**src/rtl/invader_march_if.sv**
```systemverilog
//============================================================================
// Module      : invader_march_if
// Description : Bundle of frame/wave controls, alive mask and grid outputs
//               exchanged between the invader state logic and invader_march.
// Revision    : 1.0 - initial release
//============================================================================
`default_nettype none

interface invader_march_if;
    logic        frame;
    logic        wave_start;
    logic [54:0] invaders;
    logic [9:0]  invaders_x;
    logic [9:0]  invaders_y;
    logic        step;
    logic        anim;
    logic        dir_left;
    logic        landed;
    logic        cleared;

    // Side that issues frames/waves and consumes the grid position
    modport master (
        output frame, wave_start, invaders,
        input  invaders_x, invaders_y, step, anim, dir_left, landed, cleared
    );

    // The march scheduler itself
    modport slave (
        input  frame, wave_start, invaders,
        output invaders_x, invaders_y, step, anim, dir_left, landed, cleared
    );
endinterface

`default_nettype wire

```
**src/rtl/invader_march.sv**
```systemverilog
//============================================================================
// Module      : invader_march
// Description : Movement scheduler for the 5x11 invader grid. Each frame it
//               scans the alive mask serially (55 cycles), then decides in
//               one cycle whether the grid steps sideways, drops or lands.
//               Optional macro MARCH_SPEEDUP_EN makes the step period shrink
//               with the number of survivors.
// Revision    : 1.0 - initial release
//============================================================================
`default_nettype none

module invader_march #(
    parameter int START_X     = 64,
    parameter int START_Y     = 48,
    parameter int COL_PITCH   = 16,
    parameter int ROW_PITCH   = 16,
    parameter int INV_W       = 12,
    parameter int INV_H       = 8,
    parameter int STEP_X      = 2,
    parameter int STEP_Y      = 8,
    parameter int LEFT_BOUND  = 8,
    parameter int RIGHT_BOUND = 600,
    parameter int FLOOR_Y     = 416,
    parameter int STEP_PERIOD = 8
) (
    input  logic          clk,
    input  logic          rst,
    invader_march_if.slave bus
);

    localparam logic [9:0]  c_START_X     = 10'(START_X);
    localparam logic [9:0]  c_START_Y     = 10'(START_Y);
    localparam logic [9:0]  c_STEP_X10    = 10'(STEP_X);
    localparam logic [9:0]  c_STEP_Y10    = 10'(STEP_Y);
    localparam logic [10:0] c_COL_PITCH   = 11'(COL_PITCH);
    localparam logic [10:0] c_ROW_PITCH   = 11'(ROW_PITCH);
    localparam logic [10:0] c_INV_W       = 11'(INV_W);
    localparam logic [10:0] c_INV_H       = 11'(INV_H);
    localparam logic [10:0] c_STEP_X11    = 11'(STEP_X);
    localparam logic [10:0] c_LEFT_BOUND  = 11'(LEFT_BOUND);
    localparam logic [10:0] c_RIGHT_BOUND = 11'(RIGHT_BOUND);
    localparam logic [10:0] c_FLOOR_Y     = 11'(FLOOR_Y);
    localparam logic [5:0]  c_LAST_IDX    = 6'd54;
`ifdef MARCH_SPEEDUP_EN
    // Full grid period: 1 + (55 >> 2); a fresh wave always starts full.
    localparam logic [5:0]  c_PERIOD_INIT = 6'd14;
`else
    localparam logic [5:0]  c_PERIOD_INIT = 6'(STEP_PERIOD);
`endif

    typedef enum logic [1:0] {
        S_IDLE   = 2'd0,
        S_SCAN   = 2'd1,
        S_DECIDE = 2'd2
    } state_t;

    state_t      r_state, w_state_next;
    logic [5:0]  r_idx;
    logic [3:0]  r_col;
    logic [2:0]  r_row;
    logic [5:0]  r_alive_cnt;
    logic [10:0] r_col_occ;
    logic [4:0]  r_row_occ;
    logic [5:0]  r_frame_cnt;
    logic [9:0]  r_x, r_y;
    logic        r_step, r_anim, r_dir_left, r_landed, r_cleared;

    logic [3:0]  w_lmin, w_rmax;
    logic [2:0]  w_bmax;
    logic [10:0] w_left_edge, w_right_edge, w_bottom;
    logic [5:0]  w_period, w_cnt_eff, w_cnt_dec;
    logic        w_drop_right, w_drop_left;

`ifdef MARCH_SPEEDUP_EN
    assign w_period = 6'd1 + {2'b00, r_alive_cnt[5:2]};
`else
    assign w_period = c_PERIOD_INIT;
`endif

    // State register
    always_ff @(posedge clk or posedge rst) begin
        if (rst) r_state <= S_IDLE;
        else     r_state <= w_state_next;
    end

    // Next-state: frames only accepted in IDLE, wave_start aborts anything
    always_comb begin
        w_state_next = r_state;
        case (r_state)
            S_IDLE:   if (bus.frame) w_state_next = S_SCAN;
            S_SCAN:   if (r_idx == c_LAST_IDX) w_state_next = S_DECIDE;
            S_DECIDE: w_state_next = S_IDLE;
            default:  w_state_next = S_IDLE;
        endcase
        if (bus.wave_start) w_state_next = S_IDLE;
    end

    // Grid extents, edges, counter clamp and drop conditions for DECIDE
    always_comb begin
        w_lmin = 4'd0;
        w_rmax = 4'd0;
        w_bmax = 3'd0;
        for (int i = 10; i >= 0; i--) if (r_col_occ[i]) w_lmin = 4'(i);
        for (int i = 0; i <= 10; i++) if (r_col_occ[i]) w_rmax = 4'(i);
        for (int i = 0; i <= 4; i++)  if (r_row_occ[i]) w_bmax = 3'(i);
        w_left_edge  = {1'b0, r_x} + 11'(w_lmin) * c_COL_PITCH;
        w_right_edge = {1'b0, r_x} + 11'(w_rmax) * c_COL_PITCH + c_INV_W;
        w_bottom     = {1'b0, r_y} + 11'(w_bmax) * c_ROW_PITCH + c_INV_H;
        w_cnt_eff    = (r_frame_cnt > w_period) ? w_period : r_frame_cnt;
        w_cnt_dec    = w_cnt_eff - 6'd1;
        w_drop_right = !r_dir_left && ((w_right_edge + c_STEP_X11) > c_RIGHT_BOUND);
        w_drop_left  = r_dir_left && (w_left_edge < (c_LEFT_BOUND + c_STEP_X11));
    end

    // Scan accumulation, movement decision and grid position
    always_ff @(posedge clk or posedge rst) begin
        if (rst) begin
            r_idx       <= 6'd0;
            r_col       <= 4'd0;
            r_row       <= 3'd0;
            r_alive_cnt <= 6'd0;
            r_col_occ   <= 11'd0;
            r_row_occ   <= 5'd0;
            r_frame_cnt <= c_PERIOD_INIT;
            r_x         <= c_START_X;
            r_y         <= c_START_Y;
            r_step      <= 1'b0;
            r_anim      <= 1'b0;
            r_dir_left  <= 1'b0;
            r_landed    <= 1'b0;
            r_cleared   <= 1'b0;
        end else begin
            r_step <= 1'b0;
            if (bus.wave_start) begin
                r_x         <= c_START_X;
                r_y         <= c_START_Y;
                r_dir_left  <= 1'b0;
                r_landed    <= 1'b0;
                r_cleared   <= 1'b0;
                r_frame_cnt <= c_PERIOD_INIT;
            end else begin
                case (r_state)
                    S_IDLE: begin
                        if (bus.frame) begin
                            r_idx       <= 6'd0;
                            r_col       <= 4'd0;
                            r_row       <= 3'd0;
                            r_alive_cnt <= 6'd0;
                            r_col_occ   <= 11'd0;
                            r_row_occ   <= 5'd0;
                        end
                    end
                    S_SCAN: begin
                        if (bus.invaders[r_idx]) begin
                            r_alive_cnt       <= r_alive_cnt + 6'd1;
                            r_col_occ[r_col]  <= 1'b1;
                            r_row_occ[r_row]  <= 1'b1;
                        end
                        r_idx <= r_idx + 6'd1;
                        if (r_col == 4'd10) begin
                            r_col <= 4'd0;
                            r_row <= r_row + 3'd1;
                        end else begin
                            r_col <= r_col + 4'd1;
                        end
                    end
                    S_DECIDE: begin
                        r_cleared <= (r_alive_cnt == 6'd0);
                        if (r_alive_cnt != 6'd0) begin
                            if (r_landed || (w_bottom >= c_FLOOR_Y)) begin
                                r_landed <= 1'b1;
                            end else if (w_cnt_dec != 6'd0) begin
                                r_frame_cnt <= w_cnt_dec;
                            end else begin
                                r_frame_cnt <= w_period;
                                r_step      <= 1'b1;
                                r_anim      <= ~r_anim;
                                if (w_drop_right) begin
                                    r_y        <= r_y + c_STEP_Y10;
                                    r_dir_left <= 1'b1;
                                end else if (w_drop_left) begin
                                    r_y        <= r_y + c_STEP_Y10;
                                    r_dir_left <= 1'b0;
                                end else if (r_dir_left) begin
                                    r_x <= r_x - c_STEP_X10;
                                end else begin
                                    r_x <= r_x + c_STEP_X10;
                                end
                            end
                        end
                    end
                    default: ;
                endcase
            end
        end
    end

    assign bus.invaders_x = r_x;
    assign bus.invaders_y = r_y;
    assign bus.step       = r_step;
    assign bus.anim       = r_anim;
    assign bus.dir_left   = r_dir_left;
    assign bus.landed     = r_landed;
    assign bus.cleared    = r_cleared;

endmodule

`default_nettype wire

```
**src/flat_wrapper.sv**
```systemverilog
// flat-port wrapper written by rule: the top's interface ports become plain ports
module invader_march_flat 
#(
    parameter int START_X     = 64,
    parameter int START_Y     = 48,
    parameter int COL_PITCH   = 16,
    parameter int ROW_PITCH   = 16,
    parameter int INV_W       = 12,
    parameter int INV_H       = 8,
    parameter int STEP_X      = 2,
    parameter int STEP_Y      = 8,
    parameter int LEFT_BOUND  = 8,
    parameter int RIGHT_BOUND = 600,
    parameter int FLOOR_Y     = 416,
    parameter int STEP_PERIOD = 8
)
  (clk, rst, bus_frame, bus_wave_start, bus_invaders, bus_invaders_x, bus_invaders_y, bus_step, bus_anim, bus_dir_left, bus_landed, bus_cleared);
  invader_march_if bus_i ();
  input  logic clk;
  input  logic rst;
  input wire logic [$bits(bus_i.frame)-1:0] bus_frame;
  input wire logic [$bits(bus_i.wave_start)-1:0] bus_wave_start;
  input wire logic [$bits(bus_i.invaders)-1:0] bus_invaders;
  output wire logic [$bits(bus_i.invaders_x)-1:0] bus_invaders_x;
  output wire logic [$bits(bus_i.invaders_y)-1:0] bus_invaders_y;
  output wire logic [$bits(bus_i.step)-1:0] bus_step;
  output wire logic [$bits(bus_i.anim)-1:0] bus_anim;
  output wire logic [$bits(bus_i.dir_left)-1:0] bus_dir_left;
  output wire logic [$bits(bus_i.landed)-1:0] bus_landed;
  output wire logic [$bits(bus_i.cleared)-1:0] bus_cleared;
  assign bus_i.frame = bus_frame;
  assign bus_i.wave_start = bus_wave_start;
  assign bus_i.invaders = bus_invaders;
  assign bus_invaders_x = bus_i.invaders_x;
  assign bus_invaders_y = bus_i.invaders_y;
  assign bus_step = bus_i.step;
  assign bus_anim = bus_i.anim;
  assign bus_dir_left = bus_i.dir_left;
  assign bus_landed = bus_i.landed;
  assign bus_cleared = bus_i.cleared;
  invader_march #(.START_X(START_X), .START_Y(START_Y), .COL_PITCH(COL_PITCH), .ROW_PITCH(ROW_PITCH), .INV_W(INV_W), .INV_H(INV_H), .STEP_X(STEP_X), .STEP_Y(STEP_Y), .LEFT_BOUND(LEFT_BOUND), .RIGHT_BOUND(RIGHT_BOUND), .FLOOR_Y(FLOOR_Y), .STEP_PERIOD(STEP_PERIOD)) u_core (.clk(clk), .rst(rst), .bus(bus_i));
endmodule
```
**config.mk**
```make
export PLATFORM = sky130hd
export DESIGN_NAME = invader_march_flat
export DESIGN_NICKNAME = d
export VERILOG_FILES = /design/src/rtl/invader_march_if.sv /design/src/rtl/invader_march.sv /design/src/flat_wrapper.sv
export SDC_FILE = /design/constraint.sdc
export NUM_CORES = 1
export LEC_CHECK = 0
export CORE_MARGIN = 2
export CORE_UTILIZATION = 40
export CTS_BUF_LIST = sky130_fd_sc_hd__clkbuf_8
export CTS_CLUSTER_SIZE = 10
export DETAILED_ROUTE_END_ITERATION = 16
export PLACE_DENSITY = 0.7
export SLEW_MARGIN = 20
export SYNTH_ARGS = -nofsm -noshare
export SYNTH_HDL_FRONTEND = slang
export SYNTH_SLANG_ARGS = --single-unit
```
**constraint.sdc**
```tcl
create_clock -name clk -period 4.5 [get_ports clk]
set_input_delay 0.45 -clock clk [delete_from_list [all_inputs] [get_ports clk]]
set_output_delay 0.45 -clock clk [all_outputs]
set_load 0.05 [all_outputs]
```
==> results of run 1 <==
-- worst max-delay path, cell delays in order (launching register included) --
cell and delay, ns:
sky130_fd_sc_hd__dfrtp_1 0.41, sky130_fd_sc_hd__nor2b_1 0.14, sky130_fd_sc_hd__o21ai_0 0.14, sky130_fd_sc_hd__a21oi_1 0.08
sky130_fd_sc_hd__o21ai_0 0.16, sky130_fd_sc_hd__a21oi_1 0.09, sky130_fd_sc_hd__ha_1 0.23, sky130_fd_sc_hd__or4_1 0.41
sky130_fd_sc_hd__a21oi_1 0.23, sky130_fd_sc_hd__o21ai_0 0.17, sky130_fd_sc_hd__xnor2_1 0.17, sky130_fd_sc_hd__a311oi_1 0.83
sky130_fd_sc_hd__o211a_1 0.30, sky130_fd_sc_hd__mux2i_1 0.19
-- flip-flops by register name, summed over array words and instances, names as in the netlist --
register	cells
u_core.r_col_occ	11
u_core.bus.invaders_x	9
u_core.bus.invaders_y	7
u_core.r_alive_cnt	6
u_core.r_frame_cnt	6
u_core.r_idx	6
u_core.r_col	4
u_core.r_row_occ	4
u_core.r_row	3
u_core.r_state	2
u_core.bus.anim	1
u_core.bus.cleared	1
u_core.bus.dir_left	1
u_core.bus.landed	1
u_core.bus.step	1
-- per-layer routing --
| metal | wire length [µm] | global-route usage | vias up | part of all wire |
|---|---|---|---|---|
| met3 | 563 | 0.0313 | 22 | 0.051 |
| li1 | - | - | 1980 | - |
| met5 | 0 | 0 | - | 0 |
| met1 | 4860 | 0.229 | 1962 | 0.44 |
| met2 | 5370 | 0.311 | 125 | 0.49 |
| met4 | 230 | 0.0715 | 0 | 0.021 |
-- power by group through the flow --
stage          registers [W]  clock network [W]  logic [W]
6_report            0.000646           0.000627   0.000316
3_3_place_gp        0.000655                  0   0.000309
3_5_place_dp        0.000657                  0   0.000316
5_1_grt             0.000654           0.000662   0.000354
4_1_cts             0.000647           0.000634   0.000319
2_1_floorplan       0.000622                  0   0.000264
-- logic make-up after synthesis --
| logic type | count (synthesis) | synth area share |
|---|---|---|
| other | 1 | 0.000803 |
| AO/OA/AOI/OAI | 122 | 0.171 |
| XOR/XNOR | 22 | 0.0413 |
| flip-flops | 63 | 0.339 |
| adder cells (fa/ha/maj) | 30 | 0.0852 |
| AND/OR/NAND/NOR | 182 | 0.187 |
| multiplexers | 33 | 0.119 |
| buffers and inverters | 54 | 0.0571 |
-- metrics by stage --
stage                     power, W  instances
after floorplan           0.000886        510
after global placement    0.000964        707
after detailed placement  0.000973        707
after CTS                  0.00160        723
after global routing       0.00167        724
final                      0.00159        724
-- path summary, 6_finish.rpt --
kind                                            startpoint                                    to  slack (ns)  depth (start not counted)
setup reg to reg           u_core.r_col_occ[1]$_DFFE_PP0P_  u_core.bus.invaders_y[5]$_DFFE_PP1P_        0.88                         13
setup / recovery           u_core.r_col_occ[1]$_DFFE_PP0P_  u_core.bus.invaders_y[5]$_DFFE_PP1P_        0.88                         13
max in group asynchronous                              rst  u_core.bus.invaders_x[6]$_DFFE_PP1P_        3.02                          3
hold reg to reg                u_core.bus.anim$_DFFE_PP0P_           u_core.bus.anim$_DFFE_PP0P_        0.47                          1
hold / removal                 u_core.bus.anim$_DFFE_PP0P_           u_core.bus.anim$_DFFE_PP0P_        0.47                          1
min in group asynchronous                              rst       u_core.r_col_occ[0]$_DFFE_PP0P_        0.59                          2
-- final cells by class --
cell class | instances | area (µm²) | share of cell area
clock buffer | 10 | 138 | 0.0238
clock inverter | 6 | 116 | 0.0202
multi-input combinational | 393 | 2840 | 0.492
tap | 143 | 179 | 0.0310
timing repair buffer | 83 | 821 | 0.142
inverter | 26 | 97.6 | 0.0169
sequential | 63 | 1580 | 0.274
-- placed cells by master, fill, tap and decap left out, drive strengths merged, types with 6 or more instances in the layout --
cell type	instances
clkdlybuf4s50	79
nor2	72
dfrtp	59
nand2	33
a21oi	32
o21ai	28
ha	27
inv	27
mux4	14
xor2	13
nand4	13
nor2b	12
a31oi	12
o31ai	10
nand3	10
mux2i	10
clkbuf	10
xnor2	9
mux2	9
a21o	7
nor3	7
nand2b	6
a211oi	6
nor4	6
==> flow_summary.ini, run 1 <==
[grt]
grt_max_degree = 42
global_route.usage.total = 0.181
grt_pass1_vias = 4070
grt_pass1_wl_um = 18800
antenna_found_initial = 0
grt_remaining_overflow = 0

[clock_tree]
clock_sink_count = 63
cts.path.max_buffers = 2
post_cts_resized = 0
clk_latency_ns = 0.35
cts-root-buf = sky130_fd_sc_hd__clkbuf_8
cts_tree = done
cts_made_buffers = 9
cts_htree_levels = 3
count_of_hold_buffers_inserted_by_post_cts_repair = 0
clk_pin_slew_ns = 0.07
post_cts.repair.setup_buffers = 0

[pwr]
fraction_of_power_spent_switching_nets = 0.279
power.switching_w = 0.000443
worst_ir_drop_vdd_uv = 175
power.static_leakage_nw = 2.47
power.density_cell_area_nw_per_um2 = 275
cell_internal_pwr_w = 0.00115
pwr-share-seq = 0.407
pwr-share-comb = 0.199
p_clk_frac = 0.395

[route]
initialDrtViolationCount = 273
via_count = 4089
routedWlPerCell_um = 15.2
drtAntennaViolNets = 0
drt-vias-per-instance = 5.65
finalWirelength_um = 11000
drc = 0
detail_route.first_pass.iterations = 5

[placed_design]
routabilityCongestion = 0.814
placed_cell_area_um2 = 5510
dp.final_hpwl_um = 8210
port_buffers = 79
place_worst_setup_slack_ns = 0.963

[critical_path]
crit_type = flop to flop
worst_ep_required_time_ns = 4.77
start_kind = flop
path_max_fanout = 9
cp_data_arrival_time_ns = 3.90
cp-end-kind = flop

[logic_synthesis]
synth_edf_count = 0
synth_cells = 507
netlist.area_leader.share = 0.316
postSynthAreaPerCell_um2 = 9.21
flip_flop_and_latch_count_after_synthesis = 63
biggest_area_consumer_among_synthesized_cells = sky130_fd_sc_hd__dfrtp_1
yosys_warnings = 0
most_area_consuming_cells_after_synthesis = sky130_fd_sc_hd__dfrtp_1 (32%), sky130_fd_sc_hd__ha_1 (7.2%), sky130_fd_sc_hd__nor2_1 (5.8%)
synthTopCellsByCount = sky130_fd_sc_hd__nor2_1 (72), sky130_fd_sc_hd__dfrtp_1 (59), sky130_fd_sc_hd__nand2_1 (33)
ys_seq_area_frac = 0.339
ys_async_rst_share = 1.00
netlist-cell-type-count = 62
postSynth.topFlopCell = sky130_fd_sc_hd__dfrtp_1
yosysMostFrequentCell = sky130_fd_sc_hd__nor2_1
post_synthesis_cell_area_um2 = 4670

[timing]
period_share = 0.805
report.final.hold_viol_count = 0
worst_slew_pin_slew_ns = 1.05
timing.final.max_slew_violations = 0
fin_tns_setup_ns = 0
final_worst_clock_skew_ns = 0.0133
achievable-frequency_mhz = 276
hold-worst-slack_ns = 0.473
setup_viol = 0
grt_setup_unrepaired = no
worst_slew_margin_rel = 0.296
final.min_clock_period_ns = 3.62
worst_slack_ns = 0.878

[run_status]
outcome = complete, no violations

[flow_run]
drv_cap = 0

[floorplanning]
die-width_um = 112
core.rowCount = 39
floorplan.die_area_um2 = 12600
design.core.area_um2 = 11400
starting_density_of_the_core = 0.409
die_height_um = 112
pin_count = 84

[layout]
layout.filler_cells = 1089
fin_util = 0.505
drive_gt1_frac = 0.0792
design_area_um2 = 5770
final_net_count = 665
area_delta_synth_final_pct = 23.6
diodes = 0

[hold_path]
holdCritPathClass = flop to flop
(Power assumes the default switching activity.)
==> run 2: changes to the inputs <==
PLACE_DENSITY = 0.72   (was 0.7)
clock period = 2.97 ns   (was 4.5 ns; I/O delays follow)
==> run 2 against run 1 <==
Setup slack got worse by 1.1 ns. The flow now finishes with violations (negative setup slack). Critical path depth unchanged. Count of clock-buffer cells in the layout unchanged. Sequential cell count unchanged. Largest power group unchanged. Highest routed layer unchanged.
==> flow_summary.ini, run 2 (same netlist as run 1, synthesis figures left out) <==
[run_status]
outcome = complete, but fails checks
violations = negative setup slack

[route]
via_count = 4368
drtAntennaViolNets = 0
finalWirelength_um = 12200
detail_route.first_pass.iterations = 4
drc = 0
routedWlPerCell_um = 15.7
initialDrtViolationCount = 214
drt-vias-per-instance = 5.64

[pwr]
pwr-share-comb = 0.261
fraction_of_power_spent_switching_nets = 0.304
cell_internal_pwr_w = 0.00164
design_power_total_w = 0.00235
power.density_cell_area_nw_per_um2 = 373
power.switching_w = 0.000715
pwr-share-seq = 0.405
worst_ir_drop_vdd_uv = 212
p_clk_frac = 0.333
power.static_leakage_nw = 2.71

[critical_path]
r2r_setup_slack_ns = -0.22
critical_path_buf_inv_count = 0
worst_ep_required_time_ns = 3.19
crit-reg2reg-capture = u_core.bus.invaders_y[6]$_DFFE_PP0P_
critPathTopFamily = compound AO/OA/AOI/OAI gates
crit_slowest_cell = sky130_fd_sc_hd__a311o_2
start_kind = flop
cp-end-kind = flop
path_cells = nor2b_4 -> o21ai_1 -> a21oi_1 -> o21ai_1 -> a21oi_1 -> ha_2 -> or4_4 -> a21oi_4 -> xnor2_2 -> o31ai_2 -> a311o_2 -> a211oi_2 -> mux2_4
path_max_fanout = 6
startpoint = u_core.r_col_occ[1]$_DFFE_PP0P_
cp_data_arrival_time_ns = 3.41
worstRegToRegCells = 13
reg2reg_from = u_core.r_col_occ[1]$_DFFE_PP0P_
critical-path-max-stage-delay_ns = 0.50
crit_type = flop to flop
cp_num_cells = 13

[layout]
largest_reg_flops = 11
final_common_cell = sky130_fd_sc_hd__clkdlybuf4s50_1
layout.filler_cells = 991
diodes = 0
final_net_count = 715
register_name_with_the_most_flops = u_core.r_col_occ
area_delta_synth_final_pct = 35.3
drive_gt1_frac = 0.203
most-common-layout-cells = sky130_fd_sc_hd__clkdlybuf4s50_1 (79), sky130_fd_sc_hd__nor2_1 (70), sky130_fd_sc_hd__dfrtp_1 (58)
instances_no_fill = 774

[timing]
worst_slack_ns = -0.218
achievable-frequency_mhz = 314
final_worst_clock_skew_ns = 0.00680
worst_slew_margin_rel = 0.618
grt_setup_unrepaired = yes
final.min_clock_period_ns = 3.19
setup_viol = 17
timing.final.max_slew_violations = 0
period_share = 1.07
worst_slew_pin_slew_ns = 0.568
fin_tns_setup_ns = -2.16
report.final.hold_viol_count = 0

[clock_tree]
cts.path.max_buffers = 2
cts_htree_levels = 3
clk_latency_ns = 0.34
count_of_hold_buffers_inserted_by_post_cts_repair = 0
cts_tree = done
clock_sink_count = 63
cts_made_buffers = 9
cts-root-buf = sky130_fd_sc_hd__clkbuf_8
clk_pin_slew_ns = 0.08

[placed_design]
dpl.cell_count = 753
routabilityCongestion = 0.904
port_buffers = 79
dp.final_hpwl_um = 8940

[grt]
grt_pass1_wl_um = 20100
antenna_found_initial = 0
grt_remaining_overflow = 0
grt_pass1_vias = 4306
grt_max_degree = 64
global_route.usage.total = 0.193

[hold_path]
holdCritPathClass = primary input to asynchronous set/reset pin

[floorplanning]
floorplan.die_area_um2 = 12600
design.core.area_um2 = 11400
starting_density_of_the_core = 0.409
core.rowCount = 39
die_height_um = 112
die-width_um = 112
pin_count = 84

[flow_run]
drv_cap = 0
==> run 2: cell types whose count changed in the layout (fill, tap and decap cells not counted), moves of 6 or more <==
cell,change
sky130_fd_sc_hd__o31ai_2,+6
sky130_fd_sc_hd__a21oi_2,+7
sky130_fd_sc_hd__buf_4,+45
sky130_fd_sc_hd__a21oi_1,-8
sky130_fd_sc_hd__o31ai_1,-6
==> run 2: worst max path at each step <==
stage	end
floorplan	u_core.bus.invaders_x[9]$_DFFE_PP0P_
global placement	u_core.bus.invaders_y[8]$_DFFE_PP0P_
detailed placement	u_core.bus.invaders_y[8]$_DFFE_PP0P_
CTS	u_core.bus.invaders_y[8]$_DFFE_PP0P_
global route	u_core.bus.invaders_y[9]$_DFFE_PP0P_
finish	u_core.bus.invaders_y[6]$_DFFE_PP0P_
==> run 2: worst min-delay path, delay by kind of cell <==
| family | cells | cell delay (ns) |
|---|---|---|
| buf+inv | 3 | 0.75 |
==> run 2: layout make-up <==
type,instances,area [µm²],share of cell area
clock buffers,10,138,0.0218
clock inverters,6,68.8,0.0109
inverters,26,97.6,0.0154
multi-input cells,393,3040,0.480
flip-flops and latches,63,1580,0.250
well taps,143,179,0.0283
repair buffers,133,1220,0.193
==> run 2: layer usage <==
layer / track usage / vias to the layer above / wire (µm)
met2: 0.331 / 129 / 6110
met1: 0.247 / 2136 / 5280
met4: 0.0634 / 0 / 169
met5: 0 / - / 0
met3: 0.0378 / 17 / 622
li1: - / 2086 / -
==> run 2: power groups by stage <==
stage	clock, W	sequential (W)	combinational (W)
2_1_floorplan	0	0.000943	0.000404
5_1_grt	0.000833	0.000962	0.000676
3_5_place_dp	0	0.000967	0.000589
4_1_cts	0.000800	0.000951	0.000620
3_3_place_gp	0	0.000965	0.000575
6_report	0.000785	0.000954	0.000615
==> run 2: timing repair <==
item,4_1_cts,5_1_grt
cloned,1,0
setup buffers,3,2
pin swaps,12,10
endpoints found under the setup margin,19,21
gates resized for setup,26,18
==> run 2: through the flow <==
stage	setup slack, ns	hold slack (ns)	util	area (µm²)
floorplan	-0.0533	0.463	-	4700
global placement	-0.152	0.461	0.516	5890
detailed placement	-0.277	0.468	0.516	5890
CTS	-0.208	0.343	0.547	6240
global route	-0.298	0.344	0.553	6320
finish	-0.218	0.311	0.553	6320
==> run 3: changes to the inputs <==
PLACE_DENSITY = 0.68   (was 0.72)
==> run 3 against run 2 <==
The flow still finishes with violations (negative setup slack). Maximum frequency is 0.97% higher. Global-route usage rose by 0.63 points. Critical path depth unchanged. Worst hold slack worse by 0.0026 ns. Sequential power shrank 0.4%. Clock power grew 15%. First-iteration DRC count up 25%. Utilization increased by 0.16 points. Combinational power is 1% higher. Total power is 5.2% higher. Sequential share of layout area fell by 0.074 points. Die area unchanged.
==> flow_summary.ini, run 3 (same netlist as run 1, synthesis figures left out) <==
[pwr]
design_power_total_w = 0.00248
pwr-share-seq = 0.384
p_clk_frac = 0.365
power.static_leakage_nw = 2.72
pwr-share-comb = 0.251
worst_ir_drop_vdd_uv = 294
fraction_of_power_spent_switching_nets = 0.286
cell_internal_pwr_w = 0.00177
power.density_cell_area_nw_per_um2 = 391
power.switching_w = 0.000708

[grt]
antenna_found_initial = 0
grt_remaining_overflow = 0
grt_pass1_wl_um = 20500
grt_pass1_vias = 4467
grt_max_degree = 43
global_route.usage.total = 0.199

[route]
finalWirelength_um = 12400
drt-vias-per-instance = 5.67
detail_route.first_pass.iterations = 4
routedWlPerCell_um = 16.2
via_count = 4362
initialDrtViolationCount = 267
drc = 0
drtAntennaViolNets = 0

[critical_path]
path_max_fanout = 6
cp-end-kind = flop
crit_type = flop to flop
reg2reg_from = u_core.r_col_occ[1]$_DFFE_PP0P_
startpoint = u_core.r_col_occ[1]$_DFFE_PP0P_
worst_ep_required_time_ns = 3.20
cp_data_arrival_time_ns = 3.39
start_kind = flop

[layout]
area_delta_synth_final_pct = 35.7
diodes = 0
most-common-layout-cells = sky130_fd_sc_hd__clkdlybuf4s50_1 (79), sky130_fd_sc_hd__nor2_1 (71), sky130_fd_sc_hd__dfrtp_1 (58)
fin_util = 0.555
register_name_with_the_most_flops = u_core.r_col_occ
drive_gt1_frac = 0.193
largest_reg_flops = 11
final_common_cell = sky130_fd_sc_hd__clkdlybuf4s50_1
instances_no_fill = 769
final_net_count = 710

[placed_design]
dpl.cell_count = 749
place_worst_setup_slack_ns = -0.288
routabilityCongestion = 0.825
port_buffers = 79
dp.final_hpwl_um = 9110

[clock_tree]
cts_made_buffers = 9
cts_tree = done
clk_latency_ns = 0.35
cts.path.max_buffers = 2
clock_sink_count = 63
cts_htree_levels = 3
cts-root-buf = sky130_fd_sc_hd__clkbuf_8
clk_pin_slew_ns = 0.08
count_of_hold_buffers_inserted_by_post_cts_repair = 0

[floorplanning]
die-width_um = 112
starting_density_of_the_core = 0.409
design.core.area_um2 = 11400
floorplan.die_area_um2 = 12600
die_height_um = 112
pin_count = 84
core.rowCount = 39

[timing]
report.final.hold_viol_count = 0
timing.final.max_slew_violations = 0
fin_tns_setup_ns = -1.63
achievable-frequency_mhz = 317
period_share = 1.06
worst_slew_pin_slew_ns = 0.733
worst_slew_margin_rel = 0.507
worst_slack_ns = -0.187
grt_setup_unrepaired = yes
final.min_clock_period_ns = 3.16
setup_viol = 16
final_worst_clock_skew_ns = 0.0120

[flow_run]
drv_cap = 0

[run_status]
violations = negative setup slack
outcome = complete, but fails checks

[hold_path]
holdCritPathClass = primary input to asynchronous set/reset pin
[run 3: changes by cell type in the layout (fill, tap and decap cells not counted), moves of 2 or more]
cell	change
sky130_fd_sc_hd__o31ai_1	+5
sky130_fd_sc_hd__a21oi_2	-2
sky130_fd_sc_hd__o31ai_2	-5
sky130_fd_sc_hd__buf_4	-5
sky130_fd_sc_hd__clkbuf_8	+2
sky130_fd_sc_hd__clkinvlp_4	-3
[run 3: area by class of cell]
cell class                      instances  area [µm²]
Fill cell                             993        5080
Multi-Input combinational cell        393        3040
Sequential cell                        63        1580
Timing Repair Buffer                  128        1190
Tap cell                              143         179
Clock buffer                           12         165
Inverter                               26        97.6
Clock inverter                          4        76.3
[run 3: worst max-delay path, stage by stage, from the launching register on]
cell and delay (ns):
sky130_fd_sc_hd__dfrtp_1 0.39, sky130_fd_sc_hd__nor2b_4 0.13, sky130_fd_sc_hd__o21ai_2 0.11, sky130_fd_sc_hd__a21oi_1 0.07, sky130_fd_sc_hd__o21ai_1 0.12, sky130_fd_sc_hd__a21oi_1 0.09, sky130_fd_sc_hd__ha_2 0.18, sky130_fd_sc_hd__or4_4 0.43
sky130_fd_sc_hd__a21oi_4 0.19, sky130_fd_sc_hd__o21ai_4 0.09, sky130_fd_sc_hd__xnor2_2 0.15, sky130_fd_sc_hd__a311o_2 0.51, sky130_fd_sc_hd__a211oi_2 0.25, sky130_fd_sc_hd__mux2_4 0.32
[run 3: metal layers]
metal / part of all wire / track usage
met3: 0.058 / 0.0459
met2: 0.50 / 0.356
met5: 0 / 0
met4: 0.032 / 0.0862
met1: 0.41 / 0.229
[run 3: what timing repair did]
action	in CTS	in global routing
gates resized for setup	22	23
endpoints found under the setup margin	20	22
pin swaps	9	13
setup buffers	4	1
[run 3: metrics by stage]
| step | hold slack [ns] | instance area [µm²] |
|---|---|---|
| 6_report | 0.309 | 6340 |
| 5_1_grt | 0.330 | 6340 |
| 3_3_place_gp | 0.456 | 5870 |
| 3_5_place_dp | 0.488 | 5870 |
| 2_1_floorplan | 0.463 | 4700 |
| 4_1_cts | 0.324 | 6230 |
[run 3: power by group through the flow]
stage | Combinational [W] | Sequential [W] | Clock (W)
CTS | 0.000606 | 0.000946 | 0.000918
global route | 0.000687 | 0.000957 | 0.000952
finish | 0.000622 | 0.000950 | 0.000905
detailed placement | 0.000601 | 0.000962 | 0
global placement | 0.000580 | 0.000961 | 0
floorplan | 0.000404 | 0.000943 | 0
[run 3: final timing paths]
kind | to | slack, ns | cells past startpoint
max | u_core.bus.invaders_y[9]$_DFFE_PP0P_ | -0.19 | 13
max in group asynchronous | u_core.r_frame_cnt[3]$_DFFE_PP1P_ | 2.01 | 3
min in group clk | u_core.bus.anim$_DFFE_PP0P_ | 0.49 | 1
min | u_core.bus.dir_left$_DFFE_PP0P_ | 0.31 | 2
max reg2reg | u_core.bus.invaders_y[9]$_DFFE_PP0P_ | -0.19 | 13
min reg2reg | u_core.bus.anim$_DFFE_PP0P_ | 0.49 | 1
